### config.mk
export PLATFORM = sky130hd
export DESIGN_NAME = branch_resolve_unit
export DESIGN_NICKNAME = d
export VERILOG_FILES = /design/src/rtl/branch_resolve_unit.sv
export SDC_FILE = /design/constraint.sdc
export NUM_CORES = 1
export LEC_CHECK = 0
export CAP_MARGIN = 20
export CORE_UTILIZATION = 39
export CTS_CLUSTER_DIAMETER = 100
export DETAILED_ROUTE_END_ITERATION = 12
export PLACE_DENSITY = 0.83
export RECOVER_POWER = 100
export SKIP_CTS_REPAIR_TIMING = 1
export SLEW_MARGIN = 20
export SYNTH_ARGS = -nofsm -noshare
export SYNTH_HDL_FRONTEND = slang
export SYNTH_SLANG_ARGS = --single-unit
### constraint.sdc
create_clock -name clk -period 2.2 [get_ports clk]
set_clock_uncertainty 0.2 [all_clocks]
set_input_delay 0.44 -clock clk [delete_from_list [all_inputs] [get_ports clk]]
set_output_delay 0.44 -clock clk [all_outputs]
set_load 0.02 [all_outputs]
### src/rtl/branch_resolve_unit.sv
// rtl/branch_resolve_unit.sv - EX-stage branch resolution, BTB write and fetch redirect
//
// Compares the outcome fetch predicted with the actual outcome of the
// instruction in EX. It produces a registered BTB write and a registered
// one-cycle fetch redirect on mispredict. After each redirect, it ignores EX
// for SQUASH_CYCLES cycles so that wrong-path instructions still in flight
// cannot resolve.
//
// Optional feature macro: BRU_PERF_CNT_EN (adds perf_ctrl_cnt / perf_mispred_cnt).
//
// Parameters:
//   XLEN           address/data width
//   SQUASH_CYCLES  length of the post-redirect squash window, 1..15
//
// Ports:
//   clk, reset            clock, synchronous active-high reset
//   ex_valid              EX holds a valid resolving instruction
//   ex_pc                 PC of the EX instruction
//   ex_is_branch          conditional branch
//   ex_is_jump            JAL/JALR
//   ex_taken              actual direction (1 for jumps)
//   ex_target             actual taken target
//   pred_taken            fetch predicted taken
//   pred_target           target fetch used when pred_taken=1
//   btb_update_en         BTB write strobe
//   btb_pc_update         PC to write
//   btb_target_actual     target to write
//   btb_is_branch_or_jmp  qualifier for the BTB write
//   redirect_valid        one-cycle fetch redirect pulse
//   redirect_pc           corrected fetch PC
//   squash_active         squash window active
//   perf_ctrl_cnt         (BRU_PERF_CNT_EN) accepted control instructions
//   perf_mispred_cnt      (BRU_PERF_CNT_EN) accepted mispredicts

module branch_resolve_unit #(
  parameter int XLEN          = 32,
  parameter int SQUASH_CYCLES = 2
) (
  input  logic            clk,
  input  logic            reset,
  input  logic            ex_valid,
  input  logic [XLEN-1:0] ex_pc,
  input  logic            ex_is_branch,
  input  logic            ex_is_jump,
  input  logic            ex_taken,
  input  logic [XLEN-1:0] ex_target,
  input  logic            pred_taken,
  input  logic [XLEN-1:0] pred_target,
  output logic            btb_update_en,
  output logic [XLEN-1:0] btb_pc_update,
  output logic [XLEN-1:0] btb_target_actual,
  output logic            btb_is_branch_or_jmp,
  output logic            redirect_valid,
  output logic [XLEN-1:0] redirect_pc,
  output logic            squash_active
`ifdef BRU_PERF_CNT_EN
  ,
  output logic [31:0]     perf_ctrl_cnt,
  output logic [31:0]     perf_mispred_cnt
`endif
);

  typedef enum logic {RUN, SQUASH} state_t;

  localparam logic [3:0] SQ_LOAD = 4'(SQUASH_CYCLES);

  state_t          state, state_n;
  logic [3:0]      sq_cnt, sq_cnt_n;

  logic            ctrl;
  logic            accept;
  logic            mispredict;
  logic [XLEN-1:0] fallthrough;
  logic [XLEN-1:0] correct_pc;

  logic            btb_en_n;
  logic [XLEN-1:0] btb_pc_n;
  logic [XLEN-1:0] btb_tgt_n;
  logic            btb_bj_n;
  logic            redir_n;
  logic [XLEN-1:0] redir_pc_n;

  // Resolution datapath. The fallthrough add wraps naturally at XLEN bits.
  always_comb begin
    ctrl        = ex_is_branch | ex_is_jump;
    accept      = ex_valid & (state == RUN);
    fallthrough = ex_pc + XLEN'(4);
    correct_pc  = (ctrl & ex_taken) ? ex_target : fallthrough;

    mispredict = 1'b0;
    if (ctrl) begin
      mispredict = (pred_taken != ex_taken) |
                   (pred_taken & ex_taken & (pred_target != ex_target));
    end else begin
      // A predicted-taken non-control instruction is a BTB alias hit;
      // fetch went the wrong way and must return to the fallthrough.
      mispredict = pred_taken;
    end
  end

  // Next-state and next-output logic.
  always_comb begin
    state_n    = state;
    sq_cnt_n   = sq_cnt;
    btb_en_n   = 1'b0;
    btb_pc_n   = btb_pc_update;
    btb_tgt_n  = btb_target_actual;
    btb_bj_n   = btb_is_branch_or_jmp;
    redir_n    = 1'b0;
    redir_pc_n = redirect_pc;

    case (state)
      RUN: begin
        if (accept & mispredict) begin
          state_n  = SQUASH;
          sq_cnt_n = SQ_LOAD;
        end
      end
      SQUASH: begin
        // The counter==1 cycle is the last squash cycle.
        sq_cnt_n = sq_cnt - 4'd1;
        if (sq_cnt == 4'd1) begin
          state_n = RUN;
        end
      end
      default: begin
        state_n  = RUN;
        sq_cnt_n = 4'd0;
      end
    endcase

    // Taken control instructions always refresh the BTB, whether or not
    // they mispredicted, so a wrong-target entry is corrected.
    if (accept & ctrl & ex_taken) begin
      btb_en_n  = 1'b1;
      btb_pc_n  = ex_pc;
      btb_tgt_n = ex_target;
      btb_bj_n  = 1'b1;
    end

    if (accept & mispredict) begin
      redir_n    = 1'b1;
      redir_pc_n = correct_pc;
    end
  end

  always_ff @(posedge clk) begin
    if (reset) begin
      state                <= RUN;
      sq_cnt               <= 4'd0;
      btb_update_en        <= 1'b0;
      btb_pc_update        <= '0;
      btb_target_actual    <= '0;
      btb_is_branch_or_jmp <= 1'b0;
      redirect_valid       <= 1'b0;
      redirect_pc          <= '0;
    end else begin
      state                <= state_n;
      sq_cnt               <= sq_cnt_n;
      btb_update_en        <= btb_en_n;
      btb_pc_update        <= btb_pc_n;
      btb_target_actual    <= btb_tgt_n;
      btb_is_branch_or_jmp <= btb_bj_n;
      redirect_valid       <= redir_n;
      redirect_pc          <= redir_pc_n;
    end
  end

  // The state register itself is the squash flag, so it rises with the
  // redirect pulse and drops after SQUASH_CYCLES cycles.
  assign squash_active = (state == SQUASH);

`ifdef BRU_PERF_CNT_EN
  always_ff @(posedge clk) begin
    if (reset) begin
      perf_ctrl_cnt    <= 32'd0;
      perf_mispred_cnt <= 32'd0;
    end else begin
      if (accept & ctrl) begin
        perf_ctrl_cnt <= perf_ctrl_cnt + 32'd1;
      end
      if (accept & mispredict) begin
        perf_mispred_cnt <= perf_mispred_cnt + 32'd1;
      end
    end
  end
`endif

endmodule

==> flow_summary_export.csv, run 1 <==
group,metric,value,unit
status,outcome,"complete, but fails checks",
status,violations,"setup timing",
critical_path,cp.buffers_inverters,3,
drt,vias,5904,
critical_path,slowest_delay,0.37,ns
floorplanning,num_io_pins,203,
global_route,grt_pass1_vias,5335,
power,power_frac_comb,0.253,
floorplanning,num_rows,40,
timing,worst_slack,-0.0648,ns
timing,hold_viol,0,
timing,setup_viol,14,
logic_synthesis,synth_edf_count,0,
cts,clk_path_buf_depth,2,
critical_path,cp.depth,9,
critical_path,endpoint_kind,"register",
drt,drc,0,
floorplanning,die_area,13300,µm²
critical_path,critPathLaunchType,"input pin",
drt,ant_nets,0,
cts,cts_htree_levels,3,
power,p_sw_frac,0.284,
floorplanning,initial_core_util,0.408,
critical_path,worstPathArrival,2.32,ns
placed_design,placed_cell_area,8040,µm²
global_route,grt.total_usage,0.280,
critical_path,crit_chain,"dlymetal6s2s_1 > xor2_1 > nor4_2 > nand4_1 > buf_4 > o2111ai_4 > nand2_4 > buf_12 > a311oi_1",
logic_synthesis,ys_types,40,
drt,wirelength,19700,µm
logic_synthesis,ys_seq_elements,104,
logic_synthesis,netlist_instances,655,
global_route,met2_usage,0.466,
power,p_seq_frac,0.389,
timing,grt_setup_unrepaired,"true",
timing,fin_crit,2.26,ns
layout,fin_area,8980,µm²
power,vdd_ir_drop_max,0.367,mV
power,power_frac_clock,0.357,
layout,final_common_cell,"nand2_1",
placed_design,gp_congestion,0.883,
critical_path,cp_max_fo,12,
logic_synthesis,synth-warning-count,0,
hold_path,hp-class,"input pin to register",
layout,final_cell_mix,"nand2_1, buf_4, dfxtp_1, dlygate4sd3_1, dlymetal6s2s_1",
global_route,antenna_found_initial,1,
power,internal-power,0.00382,W
logic_synthesis,synth_top_area_frac,0.416,
cts,root_buffer,"clkbuf_16",
power,powerDensity,594,nW/µm²
logic_synthesis,async_reset_ff_frac,0,
logic_synthesis,synthesis.area,5000,µm²
floorplanning,die_h,115,µm
global_route,met1_usage,0.365,
logic_synthesis,synth_ff_type,"dfxtp_1",
cts,cts_tree,"yes",
placed_design,pre_cts_ws,-0.765,ns
cts,cts_sinks,104,
critical_path,worstPathRequired,2.25,ns
layout,drive_gt1_frac,0.212,
drt,routedWlPerCell,17.6,µm
power,leakage,4.34,nW
global_route,grtUsageMet3,0.0659,
timing,tightest_slew,0.394,ns
drt,viasPerCell,5.28,
timing,max-slew-margin-rel,0.737,
placed_design,hpwl,14600,µm
logic_synthesis,synthTopCellsByArea,"dfxtp_1, nand2_1, a21oi_1",
drt,drt-initial-drc-count,509,
placed_design,io_buffers,202,
critical_path,crit_family,"simple AND/OR/NAND/NOR gates",
logic_synthesis,syn_avg_cell_area,7.63,µm²
run,drv_cap,0,
layout,areaGrowthSynthToFinish,79.6,%
global_route,globalRouteOverflowTotal,0,
timing,finalCritPeriodShare,1.03,
timing,fmax,0.442,GHz
cts,clk_pin_slew,0.07,ns
cts,insertion_delay,0.35,ns
drt,dr.pass1.iters,5,
global_route,top_usage_layer,"met2",
critical_path,cp_slowest_cell,"nor4_2",
layout,layout.nets,1052,
critical_path,rr_worst_depth,6,
power,p_switching,0.00151,W
critical_path,path_class,"input pin to register",
floorplanning,core_area,12300,µm²
logic_synthesis,synth_area_leader_cell,"dfxtp_1",
power,totalPowerFinal,0.00533,W
global_route,grt_max_degree,38,
hold_path,hold_depth,3,
global_route,grt_pass1_wl,28000,µm
timing,drv_slew,0,
cts,cts_buffers,9,
logic_synthesis,yosysSeqAreaShare,0.416,
logic_synthesis,syn_nets,762,
floorplanning,die_x,115,µm
==> cell usage after synthesis (7+ instances only) <==
cell type  number
inv_1          10
o21ai_0        39
clkbuf_1       44
xor2_1         42
nor4_1         13
a211oi_1       13
nand4_1         7
xnor2_1        16
nand3_1        21
nand2_1       167
nor2_1         36
mux2i_1         7
nor3_1         17
a21oi_1        74
dfxtp_1       104
==> state kept, by name, indices dropped and copies added, names as in the netlist <==
signal                flops
btb_is_branch_or_jmp      1
btb_pc_update            32
btb_target_actual        32
btb_update_en             1
redirect_pc              32
redirect_valid            1
sq_cnt                    4
squash_active             1
==> cells by family after synthesis <==
family          after synthesis  share of synthesized area
buf+inv                      56                     0.0435
xor+xnor                     58                      0.102
fa+ha+maj                     4                     0.0100
mux                           7                     0.0140
simple gates                281                      0.246
compound gates              145                      0.168
flops                       104                      0.416
==> layer usage <==
| metal | part of all wire | vias up | wire, µm |
|---|---|---|---|
| li1 | - | 2811 | - |
| met1 | 0.41 | 2768 | 8070 |
| met2 | 0.47 | 293 | 9340 |
| met3 | 0.095 | 32 | 1880 |
| met4 | 0.022 | 0 | 427 |
| met5 | 0 | - | 0 |
==> metrics by stage <==
stage	hold slack [ns]	utilization	setup TNS [ns]	instances
after global routing	0.264	0.732	-1.43	1119
after global placement	0.241	0.656	-36.62	1094
after CTS	0.255	0.685	-12.49	1110
after floorplan	0.276	-	-0.00284	655
final	0.242	0.732	-0.293	1119
after detailed placement	0.246	0.656	-37.65	1094
==> worst min-delay path: cells and delay by family <==
family	cells	cell delay (ns)
AO/OA/AOI/OAI	1	0.05
buffers and inverters	1	0.16
AND/OR/NAND/NOR	1	0.08
==> power groups by stage <==
stage	sequential [W]	combinational, W	clock (W)
finish	0.00208	0.00135	0.00191
global placement	0.00212	0.00131	0
detailed placement	0.00212	0.00132	0
floorplan	0.00225	0.000397	0
global route	0.00209	0.00144	0.00199
CTS	0.00208	0.00133	0.00191
==> final timing paths <==
| check | slack (ns) | endpoint | startpoint |
|---|---|---|---|
| worst max-delay path | -0.06 | redirect_pc[1] | ex_target[19] |
| worst min-delay path | 0.24 | btb_pc_update[4] | ex_pc[4] |
| worst max register to register | 0.39 | redirect_pc[30] | squash_active |
| worst min register to register | 0.25 | redirect_pc[12] | redirect_pc[12] |
==> final cells by class <==
type	count	area, µm²
inverters	10	37.5
fillers	897	3280
clock buffers	11	253
diodes	1	2.50
multi-input cells	496	3030
well taps	168	210
flip-flops and latches	104	2080
clock inverters	5	103
repair buffers	324	3260
No activity file was read; power rests on OpenSTA's default activity.
==> run 2: changes to the inputs <==
--- a/config.mk
+++ b/config.mk
@@ -6,13 +6,13 @@
 export NUM_CORES = 1
 export LEC_CHECK = 0
 export CAP_MARGIN = 20
+export CORE_ASPECT_RATIO = 0.6
 export CORE_UTILIZATION = 39
 export CTS_CLUSTER_DIAMETER = 100
 export DETAILED_ROUTE_END_ITERATION = 12
 export PLACE_DENSITY = 0.83
 export RECOVER_POWER = 100
 export SKIP_CTS_REPAIR_TIMING = 1
-export SLEW_MARGIN = 20
 export SYNTH_ARGS = -nofsm -noshare
 export SYNTH_HDL_FRONTEND = slang
 export SYNTH_SLANG_ARGS = --single-unit
==> flow_summary_export.csv, run 2 (synthesis gave the netlist of run 1 again) <==
group,metric,value,unit
critical_path,critPathLaunchType,"input pin",
drt,drc,0,
run,drv_cap,0,
global_route,antenna_found_initial,1,
cts,cts_sinks,104,
floorplanning,num_rows,31,
placed_design,io_buffers,202,
timing,drv_slew,0,
placed_design,placed_cell_area,8050,µm²
global_route,grt.total_usage,0.285,
global_route,grt_pass1_vias,5484,
hold_path,hp-class,"register to register",
drt,wirelength,20400,µm
global_route,grt_pass1_wl,29500,µm
floorplanning,die_area,13300,µm²
global_route,globalRouteOverflowTotal,0,
floorplanning,die_h,89.7,µm
critical_path,worstPathArrival,2.27,ns
cts,clk_pin_slew,0.07,ns
cts,cts_htree_levels,3,
timing,max-slew-margin-rel,0.746,
cts,cts_buffers,9,
timing,finalCritPeriodShare,1.02,
drt,drt-initial-drc-count,441,
layout,ff_latch_area,2080,µm²
power,vdd_ir_drop_max,0.434,mV
layout,post-route-util,0.725,
critical_path,worstPathRequired,2.23,ns
layout,multi_input_area,3040,µm²
drt,routedWlPerCell,18.1,µm
layout,n_fill_cell,919,
timing,fin_crit,2.24,ns
layout,layout.nets,1060,
status,outcome,"complete, but fails checks",
critical_path,path_class,"input pin to register",
timing,tightest_slew,0.378,ns
power,leakage,4.29,nW
cts,root_buffer,"clkbuf_16",
critical_path,crit_chain,"dlymetal6s2s_1 > xor2_1 > nor4_2 > nand4_1 > o2111a_1 > buf_4 > o21ai_1 > o21ai_0",
drt,vias,5918,
critical_path,endpoint_kind,"register",
drt,dr.pass1.iters,5,
timing,hold_viol,0,
global_route,grt_max_degree,30,
drt,viasPerCell,5.27,
placed_design,hpwl,15100,µm
cts,insertion_delay,0.35,ns
floorplanning,num_io_pins,203,
critical_path,slowest_delay,0.40,ns
power,powerDensity,572,nW/µm²
placed_design,gp_congestion,0.918,
timing,finalSetupTns,-0.0428,ns
floorplanning,core_area,12300,µm²
cts,clk_path_buf_depth,2,
layout,reg_top3,"btb_pc_update x32, btb_target_actual x32, redirect_pc x32",
critical_path,cp_max_fo,9,
cts,cts_tree,"yes",
floorplanning,die_x,148,µm
layout,areaGrowthSynthToFinish,77.7,%
floorplanning,initial_core_util,0.408,
layout,final_common_cell,"nand2_1",
critical_path,cp_slowest_cell,"nor4_2",
timing,setup_viol,1,
status,violations,"setup timing",
layout,drive_gt1_frac,0.224,
drt,ant_nets,0,
timing,fmax,0.446,GHz
timing,worst_slack,-0.0428,ns
timing,grt_setup_unrepaired,"true",
layout,fin_area,8880,µm²
layout,final_cell_mix,"nand2_1, buf_4, dfxtp_1, dlygate4sd3_1, dlymetal6s2s_1",
==> run 2: final cells by class <==
class	instances	area share
clock inverters	7	0.00803
multi-input cells	496	0.342
clock buffers	9	0.0254
flip-flops and latches	104	0.234
repair buffers	332	0.363
well taps	165	0.0232
inverters	10	0.00423
diodes	1	0.000282
==> run 2: path summary, 6_finish.rpt <==
check	from	to	slack, ns	cells past startpoint
setup / recovery	ex_target[8]	redirect_pc[17]	-0.04	8
setup reg to reg	squash_active	redirect_pc[17]	0.36	7
hold / removal	btb_target_actual[4]	btb_target_actual[4]	0.25	2
hold reg to reg	btb_target_actual[4]	btb_target_actual[4]	0.25	2
==> run 2: power breakdown <==
group	total, W	internal (W)	leakage [nW]	switching, W
logic	0.00135	0.000631	3.29	0.000723
registers	0.00208	0.00201	0.849	0.0000712
clock network	0.00165	0.000886	0.150	0.000765
==> run 2: critical path, delay by kind of cell <==
kind / cells / cell delay [ns]
AOI/OAI and AO/OA: 3 / 0.65
and+or+nand+nor: 2 / 0.64
xor gates and xnor gates: 1 / 0.19
buffers and inverters: 2 / 0.34
==> run 2: per-layer routing <==
metal / global-route usage / part of all wire / wire length (µm)
met4: 0.0627 / 0.010 / 213
met3: 0.0802 / 0.095 / 1930
met5: 0 / 0 / 0
met1: 0.383 / 0.43 / 8730
met2: 0.453 / 0.47 / 9490
==> run 2: per-stage QoR <==
step / setup WS [ns] / total power, W / cells / hold slack [ns]
global placement: -0.910 / 0.00344 / 1093 / 0.242
global route: -0.0688 / 0.00527 / 1123 / 0.273
CTS: -0.562 / 0.00507 / 1109 / 0.258
finish: -0.0428 / 0.00508 / 1124 / 0.251
detailed placement: -0.908 / 0.00346 / 1093 / 0.248
floorplan: -0.00284 / 0.00265 / 655 / 0.276
